==> src/rtl/colorred_pkg.sv <==
// Shared types and defaults for the colour-reduction centroid update stage.
package colorred_pkg;

  localparam int K_DEFAULT     = 4;
  localparam int CH_W_DEFAULT  = 8;
  localparam int DIV_W_DEFAULT = 32;
  localparam int CLUSTER_W     = $clog2(K_DEFAULT);
  localparam int NUM_CH        = 3;

  typedef enum logic [1:0] {IDLE, ISSUE, WAIT, EMIT} state_e;
  typedef enum logic [1:0] {CH_R, CH_G, CH_B} ch_e;

endpackage

==> src/rtl/cluster_accum.sv <==
// Per-cluster saturating R/G/B sum and pixel-count bank with a cluster/channel read mux.
module cluster_accum
  import colorred_pkg::*;
#(
  parameter int K     = K_DEFAULT,
  parameter int CH_W  = CH_W_DEFAULT,
  parameter int DIV_W = DIV_W_DEFAULT
) (
  input  logic                   clk,
  input  logic                   rst_n,
  input  logic                   acc_en,
  input  logic [$clog2(K)-1:0]   acc_cluster,
  input  logic [NUM_CH*CH_W-1:0] acc_pix,
  input  logic                   zero,
  input  logic [$clog2(K)-1:0]   rd_cluster,
  input  ch_e                    rd_ch,
  output logic [DIV_W-1:0]       rd_sum,
  output logic [DIV_W-1:0]       rd_cnt
);

  localparam int IDX_W = $clog2(K);

  logic [DIV_W-1:0] sum_all [K][NUM_CH];
  logic [DIV_W-1:0] cnt_all [K];

  for (genvar gi = 0; gi < K; gi++) begin : g_cluster
    logic             hit;
    logic [DIV_W-1:0] cnt_q;
    logic [DIV_W-1:0] cnt_d;
    logic [DIV_W:0]   cnt_ext;

    assign hit     = acc_en && (acc_cluster == IDX_W'(gi));
    assign cnt_ext = {1'b0, cnt_q} + {{DIV_W{1'b0}}, 1'b1};
    assign cnt_d   = cnt_ext[DIV_W] ? {DIV_W{1'b1}} : cnt_ext[DIV_W-1:0];

    always_ff @(posedge clk or negedge rst_n) begin
      if (!rst_n) begin
        cnt_q <= '0;
      end else if (zero) begin
        cnt_q <= '0;
      end else if (hit) begin
        cnt_q <= cnt_d;
      end
    end

    assign cnt_all[gi] = cnt_q;

    for (genvar gj = 0; gj < NUM_CH; gj++) begin : g_ch
      logic [DIV_W-1:0] sum_q;
      logic [DIV_W-1:0] sum_d;
      logic [DIV_W:0]   sum_ext;

      // Carry out of the widened add means the sum would wrap: pin it at all-ones.
      assign sum_ext = {1'b0, sum_q} + {{(DIV_W + 1 - CH_W){1'b0}}, acc_pix[gj*CH_W +: CH_W]};
      assign sum_d   = sum_ext[DIV_W] ? {DIV_W{1'b1}} : sum_ext[DIV_W-1:0];

      always_ff @(posedge clk or negedge rst_n) begin
        if (!rst_n) begin
          sum_q <= '0;
        end else if (zero) begin
          sum_q <= '0;
        end else if (hit) begin
          sum_q <= sum_d;
        end
      end

      assign sum_all[gi][gj] = sum_q;
    end
  end

  always_comb begin
    rd_cnt = cnt_all[rd_cluster];
    rd_sum = sum_all[rd_cluster][0];
    case (rd_ch)
      CH_G:    rd_sum = sum_all[rd_cluster][1];
      CH_B:    rd_sum = sum_all[rd_cluster][2];
      default: rd_sum = sum_all[rd_cluster][0];
    endcase
  end

endmodule

==> src/rtl/centroid_mean_seq.sv <==
// k-means centroid update: accumulate per-cluster sums over a frame, then divide each
// channel sum by its count through an external divider and emit one centroid beat per cluster.
module centroid_mean_seq
  import colorred_pkg::*;
#(
  parameter int K     = K_DEFAULT,
  parameter int CH_W  = CH_W_DEFAULT,
  parameter int DIV_W = DIV_W_DEFAULT
) (
  input  logic                 clk,
  input  logic                 rst_n,
  input  logic                 clear,
  input  logic                 pix_valid,
  input  logic [$clog2(K)-1:0] pix_cluster,
  input  logic [CH_W-1:0]      pix_r,
  input  logic [CH_W-1:0]      pix_g,
  input  logic [CH_W-1:0]      pix_b,
  input  logic                 frame_done,
  output logic                 div_start,
  output logic                 div_sign,
  output logic [DIV_W-1:0]     div_dividend,
  output logic [DIV_W-1:0]     div_divisor,
  input  logic [DIV_W-1:0]     div_quotient,
  input  logic                 div_ready,
  output logic                 cent_valid,
  output logic [$clog2(K)-1:0] cent_idx,
  output logic [CH_W-1:0]      cent_r,
  output logic [CH_W-1:0]      cent_g,
  output logic [CH_W-1:0]      cent_b,
  output logic                 cent_empty,
  output logic                 busy,
  output logic                 pix_dropped
);

  localparam int IDX_W = $clog2(K);
  localparam logic [IDX_W-1:0] LAST_IDX = IDX_W'(K - 1);

  state_e                   state_q, state_d;
  logic [IDX_W-1:0]         clus_q;
  ch_e                      ch_q;
  logic                     guard_q;
  logic                     drop_q;
  logic [NUM_CH*CH_W-1:0]   res_q;
  logic [NUM_CH*CH_W-1:0]   held_all [K];
  logic [NUM_CH*CH_W-1:0]   held_rd;

  logic                     acc_en;
  logic                     acc_zero;
  logic [DIV_W-1:0]         rd_sum;
  logic [DIV_W-1:0]         rd_cnt;
  logic                     cnt_zero;
  logic                     quot_take;
  logic [DIV_W-CH_W-1:0]    unused_quot_hi;

  assign unused_quot_hi = div_quotient[DIV_W-1:CH_W];

  // Clear wins over a same-cycle pixel so a cleared frame starts truly empty.
  assign acc_en    = (state_q == IDLE) && pix_valid && !clear;
  assign acc_zero  = ((state_q == IDLE) && clear) || ((state_q == EMIT) && (clus_q == LAST_IDX));
  assign cnt_zero  = (rd_cnt == '0);
  // guard_q masks a late ready from a previous (possibly aborted) divide.
  assign quot_take = (state_q == WAIT) && div_ready && !guard_q;
  assign held_rd   = held_all[clus_q];

  cluster_accum #(
    .K     (K),
    .CH_W  (CH_W),
    .DIV_W (DIV_W)
  ) u_accum (
    .clk         (clk),
    .rst_n       (rst_n),
    .acc_en      (acc_en),
    .acc_cluster (pix_cluster),
    .acc_pix     ({pix_b, pix_g, pix_r}),
    .zero        (acc_zero),
    .rd_cluster  (clus_q),
    .rd_ch       (ch_q),
    .rd_sum      (rd_sum),
    .rd_cnt      (rd_cnt)
  );

  always_ff @(posedge clk or negedge rst_n) begin
    if (!rst_n) begin
      state_q <= IDLE;
    end else begin
      state_q <= state_d;
    end
  end

  always_comb begin
    state_d = state_q;
    case (state_q)
      IDLE:    if (frame_done && !clear) state_d = ISSUE;
      ISSUE:   state_d = cnt_zero ? EMIT : WAIT;
      WAIT:    if (quot_take) state_d = (ch_q == CH_B) ? EMIT : ISSUE;
      EMIT:    state_d = (clus_q == LAST_IDX) ? IDLE : ISSUE;
      default: state_d = IDLE;
    endcase
  end

  always_comb begin
    busy         = (state_q != IDLE);
    div_sign     = 1'b0;
    div_start    = (state_q == ISSUE) && !cnt_zero;
    div_dividend = '0;
    div_divisor  = '0;
    if (((state_q == ISSUE) && !cnt_zero) || (state_q == WAIT)) begin
      div_dividend = rd_sum;
      div_divisor  = rd_cnt;
    end
    cent_valid = (state_q == EMIT);
    cent_idx   = cent_valid ? clus_q : '0;
    cent_empty = cent_valid && cnt_zero;
    cent_r     = cent_valid ? res_q[0*CH_W +: CH_W] : '0;
    cent_g     = cent_valid ? res_q[1*CH_W +: CH_W] : '0;
    cent_b     = cent_valid ? res_q[2*CH_W +: CH_W] : '0;
    pix_dropped = drop_q;
  end

  always_ff @(posedge clk or negedge rst_n) begin
    if (!rst_n) begin
      clus_q  <= '0;
      ch_q    <= CH_R;
      guard_q <= 1'b0;
      res_q   <= '0;
      drop_q  <= 1'b0;
    end else begin
      case (state_q)
        IDLE: begin
          clus_q <= '0;
          ch_q   <= CH_R;
          if (clear) drop_q <= 1'b0;
        end
        ISSUE: begin
          guard_q <= 1'b1;
          if (cnt_zero) res_q <= held_rd;
        end
        WAIT: begin
          guard_q <= 1'b0;
          if (quot_take) begin
            res_q[int'(ch_q)*CH_W +: CH_W] <= div_quotient[CH_W-1:0];
            if (ch_q != CH_B) ch_q <= ch_e'(ch_q + 2'd1);
          end
        end
        EMIT: begin
          ch_q   <= CH_R;
          clus_q <= clus_q + 1'b1;
        end
        default: ;
      endcase
      if ((state_q != IDLE) && pix_valid) drop_q <= 1'b1;
    end
  end

  for (genvar gi = 0; gi < K; gi++) begin : g_held
    logic [NUM_CH*CH_W-1:0] held_q;

    always_ff @(posedge clk or negedge rst_n) begin
      if (!rst_n) begin
        held_q <= '0;
      end else if ((state_q == EMIT) && (clus_q == IDX_W'(gi))) begin
        held_q <= res_q;
      end
    end

    assign held_all[gi] = held_q;
  end

endmodule

==> config.mk <==
export PLATFORM = sky130hd
export DESIGN_NAME = centroid_mean_seq
export DESIGN_NICKNAME = d
export VERILOG_FILES = /design/src/rtl/colorred_pkg.sv /design/src/rtl/cluster_accum.sv /design/src/rtl/centroid_mean_seq.sv
export SDC_FILE = /design/constraint.sdc
export NUM_CORES = 2
export LEC_CHECK = 0
export ABC_CLOCK_PERIOD_IN_PS = 8300
export CORE_ASPECT_RATIO = 2
export CORE_MARGIN = 5
export CORE_UTILIZATION = 40
export DETAILED_ROUTE_END_ITERATION = 12
export PLACE_DENSITY = 0.67
export REMOVE_ABC_BUFFERS = 1
export SKIP_LAST_GASP = 1
export SYNTH_ARGS = -nofsm -noshare
export SYNTH_HDL_FRONTEND = slang
export SYNTH_SLANG_ARGS = --single-unit
==> constraint.sdc <==
create_clock -name clk -period 8.3 [get_ports clk]
set_input_delay 1.245 -clock clk [delete_from_list [all_inputs] [get_ports clk]]
set_output_delay 1.245 -clock clk [all_outputs]
set_load 0.02 [all_outputs]
== After elaboration in Yosys (flattened, before gate mapping) ==
Index checks and enable logic that the tools add are counted.

* $add $sub $neg: 19
* $lt $le $gt $ge: 1
* Eq/ne operators: 16
* Shift-type cells: 2
* Mux-type cells: 82
* Bitwise gates (word level): 1
* Reduce and logical (&&, ||, !) cells: 41

{| class="wikitable"
|+ Operator list
! operator !! count
|-
| $mux 32 || 52
|-
| $add 32x8->33 || 12
|-
| $bmux 96 s2 || 1
|-
| $mux 96 || 2
|-
| $add 32x1->33 const B || 4
|-
| $mux 24 || 4
|-
| $bmux 32 s2 || 1
|-
| $pmux 32 s2 || 1
|-
| $bmux 24 s2 || 1
|-
| $pmux 24 s2 || 1
|-
| $neg 5->33 || 1
|-
| $shift 8x33->24 const A || 1
|-
| $shiftx 8x33->24 || 1
|-
| $logic_not 32->1 || 1
|-
| $bwmux 24 || 1
|-
| $mux 8 || 3
|-
| $reduce_bool 2->1 || 10
|-
| $logic_and 1x1->1 || 17
|-
| $eq 2x2->1 const B || 7
|-
| $mux 2 || 6
|-
| $eq 2x1->1 const B || 4
|-
| $pmux 2 s2 || 2
|-
| $pmux 2 s4 || 1
|-
| $logic_not 2->1 || 3
|-
| other kinds (12) || 25
|}

* Bits in registers: 640
* Input bits: 64
* Output and inout bits: 96
* Logic and storage cells: 188

== Longest topological paths before layout ==
* Depth in word-level cells: 9
* Mapped depth: 11
* Mapped depth without buffers: 9

== Hierarchy ==
A second synthesis with hierarchy kept.

* Cells, all modules: 4333
* Area, all modules: 41290.9 µm²

{| class="wikitable"
|+ Modules (own cells, without submodules)
! module !! instances !! cells an instance !! area each (µm²) !! sequential area each (µm²)
|-
| cluster_accum || 1 || 3782 || 34659.5 || 12812.3
|-
| centroid_mean_seq || 1 || 551 || 6631.4 || 3203.1
|}

== Least setup slack after synthesis ==
OpenSTA, ideal clock, no wires.

* Path type: reg2out
* From: register clus_q[0]
* To: output div_dividend[31]
* Arrival: 2.761 ns
* Data required time: 7.055 ns
* Setup slack: 4.294 ns
* Cell stages (with the launch flop): 11
* Buffers on the path: 3
* Cell sequence: dfrtp_1 clkbuf_1 buf_2 mux4_2 nor4_1 nand2_1 nor4_4 nor2b_1 nor2_4 buf_4 nor2_1

* Word-level cells in the longest chain between the ends: 9
* Elaborated cells on any way between the ends: 13
* Classes of those cells: mux: 8; bitwise: 1; reduce/logical: 4

{| class="wikitable"
|+ Ends and longest elaborated chain
! item !! RTL line !! RTL
|-
| from (decl) || centroid_mean_seq.sv:39 || <nowiki>logic [IDX_W-1:0] clus_q;</nowiki>
|-
| from (signal assigned) || centroid_mean_seq.sv:147 || <nowiki>clus_q <= clus_q + 1'b1;</nowiki>
|-
| $not 2->3 (implied by the code) || cluster_accum.sv:72 || <nowiki>rd_cnt = cnt_all[rd_cluster];</nowiki>
|-
| $bmux 32 s2 || cluster_accum.sv:72 ||
|-
| $mux 32 (implied by the code) (2 in series) || cluster_accum.sv:72 ||
|-
| $logic_not 32->1 || centroid_mean_seq.sv:60 || <nowiki>assign cnt_zero = (rd_cnt == '0);</nowiki>
|-
| $logic_not 1->1 || -- ||
|-
| $logic_and 1x1->1 || -- ||
|-
| via div_start || centroid_mean_seq.sv:19 || <nowiki>output logic div_start,</nowiki>
|-
| $logic_or 1x1->1 || centroid_mean_seq.sv:107 || <nowiki>if (((state_q == ISSUE) && !cnt_zero) || (state_q == WAIT)) begin</nowiki>
|-
| $mux 32 || centroid_mean_seq.sv:107 ||
|-
| to (decl) || centroid_mean_seq.sv:21 || <nowiki>output logic [DIV_W-1:0] div_dividend,</nowiki>
|}

The timed path passes the listed nets, and every way through them passes these cells. The select of a mux whose other input is x is not followed.

== Worst setup path in the final report ==
* From: register clus_q[1]
* To: output div_dividend[1]

* Word-level cells in the longest chain between the ends: 9
* Elaborated cells on any way between the ends: 13
* Classes of those cells: mux: 8; bitwise: 1; reduce/logical: 4

{| class="wikitable"
|+ Ends and longest elaborated chain
! item !! RTL line
|-
| $not 2->3 (implied by the code) (*) || --
|-
| $bmux 32 s2 || cluster_accum.sv:72
|-
| $mux 32 (implied by the code) (2 in series) || cluster_accum.sv:72
|-
| $logic_not 32->1 || centroid_mean_seq.sv:60
|-
| $logic_not 1->1 || centroid_mean_seq.sv:107
|-
| $logic_and 1x1->1 || centroid_mean_seq.sv:107
|-
| $logic_or 1x1->1 || centroid_mean_seq.sv:107
|-
| $mux 32 (*) || centroid_mean_seq.sv:107
|}

Mark *: on every way between the ends. The rest lies on a longest branch, timed or not. The select of a mux whose other input is x is not followed.

==> report_table.html <==
<table>
<tr><th>Metric</th><th>Value</th></tr>
<tr><th colspan="2">CTS</th></tr>
<tr><td>Total of hold buffers inserted after clock tree synthesis</td><td>0</td></tr>
<tr><td>Deepest level of the CTS H-tree</td><td>3</td></tr>
<tr><td>Clock sinks</td><td>640</td></tr>
<tr><td>PostCTS Resize Cnt</td><td>0</td></tr>
<tr><td>Maximum count of clock buffers along a single path</td><td>3</td></tr>
<tr><td>Postcts setup bufs</td><td>0</td></tr>
<tr><td>Worst-path clk slew</td><td>0.06 ns</td></tr>
<tr><td>TritonCTS Buffers</td><td>67</td></tr>
<tr><td>Clock tree root buffer cell</td><td>sky130_fd_sc_hd__clkbuf_16</td></tr>
<tr><td>Later-pin clock latency in the skew report</td><td>0.67 ns</td></tr>
<tr><td>TritonCTS clock tree</td><td>built</td></tr>
<tr><th colspan="2">Worst setup path</th></tr>
<tr><td>Capturing element type of the critical path</td><td>output port</td></tr>
<tr><td>CP Cell Sequence</td><td>mux4_2 &gt; nor4_1 &gt; nand2_1 &gt; nor4_4 &gt; nor2b_1 &gt; nor2_4 &gt; buf_12 &gt; a21oi_1 &gt; clkdlybuf4s50_1</td></tr>
<tr><td>Classification of the worst setup path</td><td>flop to output port</td></tr>
<tr><td>Launching element of the worst setup path</td><td>clus_q[1]$_DFFE_PN0N_</td></tr>
<tr><td>Largest stage delay on the critical path</td><td>1.02 ns</td></tr>
<tr><td>Worst-path fanout max</td><td>54</td></tr>
<tr><td>Arrival time worst endpoint</td><td>5.66 ns</td></tr>
<tr><td>Origin of the critical flop-to-flop path</td><td>clus_q[0]$_DFFE_PN0N_</td></tr>
<tr><td>Element type at the critical path start</td><td>flop</td></tr>
<tr><td>Required time of the critical path</td><td>7.05 ns</td></tr>
<tr><td>Critical-path cell with the highest stage delay</td><td>sky130_fd_sc_hd__dfrtp_4</td></tr>
<tr><th colspan="2">Yosys</th></tr>
<tr><td>EDFF count, synth</td><td>0</td></tr>
<tr><td>Warnings from Yosys</td><td>0</td></tr>
<tr><td>Register area share after synthesis</td><td>0.392</td></tr>
<tr><td>Synth top cells by count</td><td>640 x sky130_fd_sc_hd__dfrtp_1, 350 x sky130_fd_sc_hd__nand2_1, 326 x sky130_fd_sc_hd__nor2_1, 310 x sky130_fd_sc_hd__a21oi_1, 267 x sky130_fd_sc_hd__o21ai_0</td></tr>
<tr><td>Flip-flop and latch count after synthesis</td><td>640</td></tr>
<tr><td>Most numerous cell in the Yosys netlist</td><td>sky130_fd_sc_hd__dfrtp_1</td></tr>
<tr><td>Synth top area cells</td><td>sky130_fd_sc_hd__dfrtp_1 39%, sky130_fd_sc_hd__mux2_2 5.9%, sky130_fd_sc_hd__mux4_2 4.8%</td></tr>
<tr><td>Area leader, netlist</td><td>sky130_fd_sc_hd__dfrtp_1</td></tr>
<tr><td>Adder and majority cell fraction of the synthesized area</td><td>0.0402</td></tr>
<tr><td>Compound-gate portion of the synthesized area</td><td>0.198</td></tr>
<tr><td>Largest family of logic cells by synthesized area</td><td>simple AND/OR/NAND/NOR gates</td></tr>
<tr><td>Simple-gate portion of the synthesized area</td><td>0.202</td></tr>
<tr><td>Post-Synthesis Mean Instance Area</td><td>9.30 um^2</td></tr>
<tr><td>Proportion of netlist area held by the largest area contributor</td><td>0.392</td></tr>
<tr><td>Post-Syn Area</td><td>40900 um^2</td></tr>
<tr><td>Number of instances in the synthesized netlist</td><td>4394</td></tr>
<tr><td>Multiplexer share of the synthesized area</td><td>0.117</td></tr>
<tr><td>Post-synthesis xor/xnor area fraction</td><td>0.0163</td></tr>
<tr><td>Yosys cell types</td><td>79</td></tr>
<tr><td>Primary flip-flop cell chosen by synthesis mapping</td><td>sky130_fd_sc_hd__dfrtp_1</td></tr>
<tr><td>Async set-or-reset flop fraction in the synthesized netlist</td><td>1.00</td></tr>
<tr><th colspan="2">Timing</th></tr>
<tr><td>Final Max Tran Viols</td><td>0</td></tr>
<tr><td>Clk_skew</td><td>0.0253 ns</td></tr>
<tr><td>Count of endpoints failing setup in the final report</td><td>0</td></tr>
<tr><td>Hold_ws</td><td>0.499 ns</td></tr>
<tr><td>Final setup TNS</td><td>0 ns</td></tr>
<tr><td>Setup repair after global routing missed its margin</td><td>no</td></tr>
<tr><td>FMAX</td><td>145 MHz</td></tr>
<tr><td>Max transition margin</td><td>0.148</td></tr>
<tr><td>Crit share post-route</td><td>0.831</td></tr>
<tr><td>Final worst path period need</td><td>6.90 ns</td></tr>
<tr><td>Worst-margin pin slew</td><td>1.28 ns</td></tr>
<tr><td>Final hold viol count</td><td>0</td></tr>
<tr><th colspan="2">Pwr</th></tr>
<tr><td>Relative contribution of combinational cells to total power</td><td>0.368</td></tr>
<tr><td>Switch share</td><td>0.392</td></tr>
<tr><td>Power density over the cells</td><td>250 nW/um^2</td></tr>
<tr><td>Largest vdd supply drop</td><td>0.336 mV</td></tr>
<tr><td>Reg power frac</td><td>0.354</td></tr>
<tr><td>Overall power consumption</td><td>11400 uW</td></tr>
<tr><td>Internal power component</td><td>6950 uW</td></tr>
<tr><td>Static leakage</td><td>0.0188 uW</td></tr>
<tr><td>Switching power of the nets</td><td>4480 uW</td></tr>
<tr><td>Clock network power share</td><td>0.278</td></tr>
<tr><th colspan="2">Cells and area</th></tr>
<tr><td>Final design utilization</td><td>0.449</td></tr>
<tr><td>Seq. cell area</td><td>16000 um^2</td></tr>
<tr><td>Share of layout cells above drive strength 1</td><td>0.119</td></tr>
<tr><td>Area Overhead vs Synth</td><td>11.9%</td></tr>
<tr><td>Fillers</td><td>9684</td></tr>
<tr><td>Post-layout nets</td><td>4585</td></tr>
<tr><td>Multi-input gate area in the final layout</td><td>23500 um^2</td></tr>
<tr><th colspan="2">Floorplanning</th></tr>
<tr><td>Full die area</td><td>109000 um^2</td></tr>
<tr><td>Floorplan core area</td><td>102000 um^2</td></tr>
<tr><td>Io pins</td><td>160</td></tr>
<tr><td>DIE HEIGHT</td><td>462 um</td></tr>
<tr><td>Row count</td><td>166</td></tr>
<tr><td>Die Width</td><td>236 um</td></tr>
<tr><td>Starting density of the core</td><td>0.401</td></tr>
<tr><th colspan="2">GRT</th></tr>
<tr><td>Via count of the first global-routing pass</td><td>37100</td></tr>
<tr><td>Sum of overflow across all layers after global routing</td><td>0</td></tr>
<tr><td>Global-route usage over all layers</td><td>0.255</td></tr>
<tr><td>Largest net degree at the start of global routing</td><td>159</td></tr>
<tr><td>Antenna violations before repair</td><td>2</td></tr>
<tr><td>First-pass GRT wire length</td><td>219000 um</td></tr>
<tr><th colspan="2">Route</th></tr>
<tr><td>Number of remaining DRC errors</td><td>0</td></tr>
<tr><td>1st-pass router iterations</td><td>5</td></tr>
<tr><td>Routed WL</td><td>144000 um</td></tr>
<tr><td>Vias post-DR</td><td>37500</td></tr>
<tr><td>Detailed route wirelength on metal2</td><td>71900 um</td></tr>
<tr><td>WL met1</td><td>50600 um</td></tr>
<tr><td>Initial detailed-routing violation count</td><td>3569</td></tr>
<tr><td>Post-detailed-route count of antenna-violating nets</td><td>0</td></tr>
<tr><td>Top metal layer carrying routed signals</td><td>met5</td></tr>
<tr><td>Detail-routed via count per cell</td><td>6.47</td></tr>
<tr><td>Met3 Wirelength</td><td>8700 um</td></tr>
<tr><td>Routed length per placed instance</td><td>24.9 um</td></tr>
<tr><th colspan="2">Place</th></tr>
<tr><td>Port Buffers</td><td>134</td></tr>
<tr><td>DP HPWL</td><td>103000 um</td></tr>
<tr><td>Global placement routability congestion</td><td>0.978</td></tr>
<tr><th colspan="2">Hold path</th></tr>
<tr><td>Beginning of the worst hold path</td><td>g_held[2].held_q[18]$_DFFE_PN0P_</td></tr>
<tr><td>Worst min path class</td><td>flop to flop</td></tr>
<tr><th colspan="2">Status</th></tr>
<tr><td>Status</td><td>finished, final reports clean</td></tr>
<tr><th colspan="2">Flow run</th></tr>
<tr><td>Max cap viols</td><td>0</td></tr>
</table>
## cells in the final DEF, fill, tap and decap left out, types with 119 or more instances in the layout
cell	Yosys	layout
sky130_fd_sc_hd__a21oi_1	310	310
sky130_fd_sc_hd__a31oi_1	157	157
sky130_fd_sc_hd__and3_1	119	119
sky130_fd_sc_hd__clkdlybuf4s50_1	0	133
sky130_fd_sc_hd__dfrtp_1	640	638
sky130_fd_sc_hd__mux2_2	214	214
sky130_fd_sc_hd__nand2_1	350	348
sky130_fd_sc_hd__nand3_1	159	159
sky130_fd_sc_hd__nor2_1	326	324
sky130_fd_sc_hd__nor3_1	182	182
sky130_fd_sc_hd__o21ai_0	267	267
## worst max-delay path: cells and delay by family (launching register included)
family / cells / cell delay, ns
simple gates: 5 / 2.26
flops: 1 / 1.02
buf+inv: 2 / 0.89
compound gates: 1 / 0.17
mux: 1 / 0.48
## registers in the layout, summed over array words and instances, names as in the netlist
register                      count
ch_q                              2
clus_q                            2
g_held.held_q                    96
guard_q                           1
pix_dropped                       1
res_q                            24
state_q                           2
u_accum.g_cluster.cnt_q         128
u_accum.g_cluster.g_ch.sum_q    384
## area by class of cell
class,count,share of cell area
tap,1344,0.0368
inverter,101,0.00829
sequential,640,0.350
clock buffer,93,0.0437
multi-input combinational,3391,0.514
clock inverter,28,0.00563
antenna,1,0.0000547
timing repair buffer,196,0.0415
## per-layer routing
| layer | vias up | GRT usage |
|---|---|---|
| met4 | 2 | 0.195 |
| met2 | 1601 | 0.449 |
| met1 | 18600 | 0.273 |
| met3 | 503 | 0.0404 |
| met5 | - | 0 |
| li1 | 16800 | - |
## path summary, 6_finish.rpt
check                                                                     endpoint  slack (ns)  cells after the start
worst max-delay path                                               div_dividend[1]        1.40                      9
max in group asynchronous       u_accum.g_cluster[3].g_ch[0].sum_q[24]$_DFFE_PN0P_        5.74                      3
min in group asynchronous       u_accum.g_cluster[1].g_ch[2].sum_q[31]$_DFFE_PN0P_        0.60                      1
worst max register to register           u_accum.g_cluster[3].cnt_q[7]$_DFFE_PN0P_        3.50                      8
worst min register to register                    g_held[2].held_q[18]$_DFFE_PN0P_        0.50                      1
worst min-delay path                              g_held[2].held_q[18]$_DFFE_PN0P_        0.50                      1
## per-stage QoR
step	instances	cell area (um^2)	setup slack [ns]
floorplan	4132	39800	-4.45
global placement	5672	43500	2.17
detailed placement	5672	43500	2.14
CTS	5793	45700	1.40
global route	5794	45700	1.19
finish	5794	45700	1.40
## cell families (layout without fill, tap and decap cells)
group,count (synthesis),count (layout)
AND/OR/NAND/NOR,1610,1610
multiplexers,341,341
AO/OA/AOI/OAI,1239,1239
adder cells (fa/ha/maj),124,124
buffers and inverters,363,418
flip-flops,640,640
XOR/XNOR,76,76
other,1,2
## power by group through the flow
stage	Clock, uW	Combinational (uW)	Sequential (uW)
detailed placement	0	4140	4090
global placement	0	4070	4070
global route	3330	4530	4110
floorplan	0	2790	4040
finish	3180	4210	4050
CTS	3240	4160	4040
Power figures use the tool's default switching activity.
